--- src/rtl/modulus_iter_hs.sv ---
// Iterative unsigned modulus with valid/ready handshakes, one quotient bit per cycle.
// Optional quotient output is enabled by defining MODULUS_QUOTIENT_OUT_EN.
module modulus_iter_hs #(
    parameter int WIDTH = 16
) (
    input  logic             clk,
    input  logic             rst_n,
    input  logic             in_valid,
    output logic             in_ready,
    input  logic [WIDTH-1:0] a,
    input  logic [WIDTH-1:0] b,
    output logic             out_valid,
    input  logic             out_ready,
    output logic [WIDTH-1:0] result,
`ifdef MODULUS_QUOTIENT_OUT_EN
    output logic [WIDTH-1:0] quotient,
`endif
    output logic             div_by_zero
);

    localparam int CNT_W = $clog2(WIDTH) + 1;

    typedef enum logic [1:0] {
        IDLE,
        CALC,
        DONE
    } state_t;

    state_t           state_q, state_d;
    logic [WIDTH-1:0] a_sh_q, a_sh_d;
    logic [WIDTH-1:0] div_q, div_d;
    logic [WIDTH-1:0] res_q, res_d;
    logic [WIDTH:0]   rem_q, rem_d;
    logic [CNT_W-1:0] cnt_q, cnt_d;
    logic             dbz_q, dbz_d;
`ifdef MODULUS_QUOTIENT_OUT_EN
    logic [WIDTH-1:0] quo_q, quo_d;
`endif

    logic [WIDTH:0]   rem_sh;
    logic [WIDTH:0]   rem_nx;
    logic             ge;
    logic             sh_in;

    // One restoring-division step; a set top bit means the remainder
    // already exceeds any divisor, so it forces a subtract.
    always_comb begin
        rem_sh = {rem_q[WIDTH-1:0], a_sh_q[WIDTH-1]};
        ge     = (rem_sh >= {1'b0, div_q}) || rem_q[WIDTH];
        rem_nx = ge ? (rem_sh - {1'b0, div_q}) : rem_sh;
`ifdef MODULUS_QUOTIENT_OUT_EN
        sh_in  = ge;
`else
        sh_in  = 1'b0;
`endif
    end

    // Next-state and datapath control for the IDLE/CALC/DONE sequence.
    always_comb begin
        state_d = state_q;
        a_sh_d  = a_sh_q;
        div_d   = div_q;
        res_d   = res_q;
        rem_d   = rem_q;
        cnt_d   = cnt_q;
        dbz_d   = dbz_q;
`ifdef MODULUS_QUOTIENT_OUT_EN
        quo_d   = quo_q;
`endif
        unique case (state_q)
            IDLE: begin
                if (in_valid) begin
                    a_sh_d  = a;
                    div_d   = b;
                    dbz_d   = (b == '0);
                    rem_d   = '0;
                    cnt_d   = CNT_W'(WIDTH);
                    state_d = CALC;
                end
            end
            CALC: begin
                a_sh_d = {a_sh_q[WIDTH-2:0], sh_in};
                rem_d  = rem_nx;
                cnt_d  = cnt_q - CNT_W'(1);
                if (cnt_q == CNT_W'(1)) begin
                    res_d   = rem_nx[WIDTH-1:0];
`ifdef MODULUS_QUOTIENT_OUT_EN
                    quo_d   = {a_sh_q[WIDTH-2:0], ge};
`endif
                    state_d = DONE;
                end
            end
            DONE: begin
                if (out_ready) begin
                    state_d = IDLE;
                end
            end
            default: state_d = IDLE;
        endcase
    end

    // State and datapath registers, cleared immediately on reset.
    always_ff @(posedge clk or negedge rst_n) begin
        if (!rst_n) begin
            state_q <= IDLE;
            a_sh_q  <= '0;
            div_q   <= '0;
            res_q   <= '0;
            rem_q   <= '0;
            cnt_q   <= '0;
            dbz_q   <= 1'b0;
`ifdef MODULUS_QUOTIENT_OUT_EN
            quo_q   <= '0;
`endif
        end else begin
            state_q <= state_d;
            a_sh_q  <= a_sh_d;
            div_q   <= div_d;
            res_q   <= res_d;
            rem_q   <= rem_d;
            cnt_q   <= cnt_d;
            dbz_q   <= dbz_d;
`ifdef MODULUS_QUOTIENT_OUT_EN
            quo_q   <= quo_d;
`endif
        end
    end

    assign in_ready    = (state_q == IDLE);
    assign out_valid   = (state_q == DONE);
    assign result      = res_q;
    assign div_by_zero = dbz_q;
`ifdef MODULUS_QUOTIENT_OUT_EN
    assign quotient    = quo_q;
`endif

endmodule

--- config.mk ---
export PLATFORM = sky130hd
export DESIGN_NAME = modulus_iter_hs
export DESIGN_NICKNAME = d
export VERILOG_FILES = /design/src/rtl/modulus_iter_hs.sv
export SDC_FILE = /design/constraint.sdc
export NUM_CORES = 1
export LEC_CHECK = 0
export CELL_PAD_IN_SITES_DETAIL_PLACEMENT = 1
export CELL_PAD_IN_SITES_GLOBAL_PLACEMENT = 2
export CORE_MARGIN = 2
export CORE_UTILIZATION = 35
export DETAILED_ROUTE_END_ITERATION = 10
export DONT_BUFFER_PORTS = 1
export PLACE_DENSITY = 0.82
export SYNTH_ARGS = -nofsm -noshare
export SYNTH_HDL_FRONTEND = slang
export SYNTH_SLANG_ARGS = --single-unit
--- constraint.sdc ---
create_clock -name clk -period 2.4 [get_ports clk]
set_input_delay 0.24 -clock clk [delete_from_list [all_inputs] [get_ports clk]]
set_output_delay 0.24 -clock clk [all_outputs]
set_load 0.005 [all_outputs]
==> metrics <==
count of flip-flops with a built-in enable after synthesis 0; Initial Util 35.81%; Ant. Diodes 0; outcome finished, violations left; #FFs+latches synth 73; post-route cell area 5607 sq um; max_cap viols 0; clock latency on the worst-skew pair 0.35 ns; top cells by count, synth nand2_1 (85), dfrtp_1 (73), o21ai_0 (36), inv_1 (29), a21oi_1 (27); Worst Tran Pin Value 1.197 ns; largest family of logic cells by synthesized area compound AO/OA/AOI/OAI gates; met2 routed WL 6.621 mm; max_slew headroom 19.92%; YS warnings 0; period utilization 103.7%; mux share of post-synthesis cell area 2.766%; CTS Sinks 73; DP HPWL 9.076 mm; Adder-Cell Fraction of Synth Area 6.023%; GRT Util Overall 21.12%; Setup crit end kind register; synth top area cells dfrtp_1 (45%), nand2_1 (7.8%), ha_1 (5.5%), o21ai_0 (4.4%), a21oi_1 (3.3%); min setup slack post-route -0.08803 ns; Max FO, Critical Path 6; type of the worst min-delay path input port to register; Port-buffer cells 0; Core Footprint 11370 sq um; DR DRC count 0; Met1 Wirelength 5.221 mm; Setup TNS Final -1.380 ns; count leader, synth nand2_1; wire per inst 19.64 um; GPL Wtd Cong 0.8854; chip height 111.9 um; Simple-Gate Fraction of Synth Area 17.76%; register area share after synthesis 44.87%; Final min period 2.488 ns; WL final 13.04 mm; first-pass GRT wire length 20.65 mm; Die Area 12510 sq um; synthesized area 4071 sq um; top cell type's share of synthesized area 44.87%; worst endpoint data arrival time 2.70 ns; number of global-route vias before repair 4072; cell taking the most area after synthesis dfrtp_1; Iter 0 DRT Violations 146; Worst setup SP type register; Mapped Cells 456; failing checks setup timing; total CTS buffers 9; H-Tree Depth 3; Clock transition at path regs 0.06 ns; fillers 1263; Worst Skew 0.005469 ns; row count 39; GR Overflow Total 0; TritonCTS clock tree done; Final Core Density 49.31%; final setup violation count 25; number of detailed-route iterations in the first pass 4; ys flop type dfrtp_1; unrepaired setup endpoints after global routing yes; mean post-synth cell area 8.929 sq um; Post-DP Area 4589 sq um; Clock Tree Buf Depth 2; post-synthesis xor/xnor area fraction 1.721%; asr flop ratio synth 100.0%; final net count 571; Top-Level Pins 55; Fmax achieved 401.9 MHz; chip width 111.9 um; met3 WL 609 um; Root Buffer clkbuf_16; syn nets 511; Slew Limit Fails 0; Compound-Gate Fraction of Synth Area 21.30%; layout cell share with drive strength beyond 1 28.60%; Worst Path Class, Setup register to register; Hold Fails Final Rpt 0; Top Metal Used met4; largest net degree at the start of global routing 74; DR vias/cell 5.604; DRT antenna net count 0; Layout area overhead 37.71%; initial antenna violation count 0; vias 3721; Synth cell types 55; WP data required 2.62 ns
-- routing by layer --
metal / global-route usage, % / vias up
li1: - / 1744
met1: 24.12 / 1855
met4: 11.60 / 0
met5: 0 / -
met3: 5.607 / 38
met2: 35.96 / 84
-- critical path, stage by stage, from the launching register on --
cell       delay, ns
dfrtp_1         0.41
ha_4            0.29
buf_6           0.11
nand4b_1        0.18
buf_4           0.21
a2111oi_4       0.41
or3_4           0.25
buf_12          0.16
mux2i_4         0.24
o21ai_1         0.09
-- stage by stage --
stage	instances	hold WS (ns)	setup WS [ns]
global placement	626	-0.05307	-0.1703
floorplan	456	-0.05559	-0.01924
detailed placement	626	-0.05270	-0.2029
finish	664	0.01565	-0.08803
global route	664	0.01776	-0.2187
CTS	652	0.0004866	-0.05565
-- cells in the final DEF, fill, tap and decap left out, drive strengths merged, types with 3 or more instances in the layout --
master / count
nand2: 85
dfrtp: 73
buf: 68
o21ai: 61
inv: 29
a21oi: 28
nand3: 19
ha: 18
a22oi: 14
clkbuf: 12
nor2: 9
mux2i: 9
nor4: 8
dlygate4sd3: 7
nor3: 6
xnor2: 5
nand4: 5
nand2b: 5
bufinv: 4
a2111oi: 4
a31oi: 4
xor2: 3
o21bai: 3
or3: 3
a211oi: 3
-- path summary, 6_finish.rpt --
path,endpoint,slack [ns],depth (start not counted),start
max,rem_q[6],-0.09,9,rem_q[13]
max in group asynchronous,result[5],1.62,2,rst_n
min reg2reg,a_sh_q[8],0.47,2,a_sh_q[8]
max reg2reg,rem_q[6],-0.09,9,rem_q[13]
min,div_q[11],0.02,2,b[11]
min in group asynchronous,div_q[2],0.42,2,rst_n
-- repair_timing --
action	CTS	global route
pin swaps	5	19
gates resized for setup	33	48
setup buffers	2	12
setup endpoints to repair	31	33
hold buffers	8	0
gates cloned	0	1
hold endpoints to repair	79	0
-- flip-flops by register name, summed over array words and instances (netlist names) --
| name | flops |
|---|---|
| rem_q | 17 |
| div_q | 16 |
| cnt_q | 5 |
| result | 16 |
| a_sh_q | 16 |
| state_q | 2 |
| div_by_zero | 1 |
-- cell type report --
type	instances	area [sq um]	share of cell area, %
inverters	29	108.9	1.942
clock buffers	11	252.7	4.508
flip-flops and latches	73	1827	32.58
clock inverters	5	125.1	2.232
multi-input cells	327	2461	43.90
well taps	143	178.9	3.191
repair buffers	76	653.1	11.65
-- cell families after synthesis --
group                      Yosys count
adders and majority gates           19
AOI/OAI and AO/OA                  135
xor gates and xnor gates             8
buffers and inverters               56
and+or+nand+nor                    154
DFF                                 73
muxes                               11
Power is not shown: default switching activity piles up to over one toggle a cycle in this logic, so the estimate is an artifact.
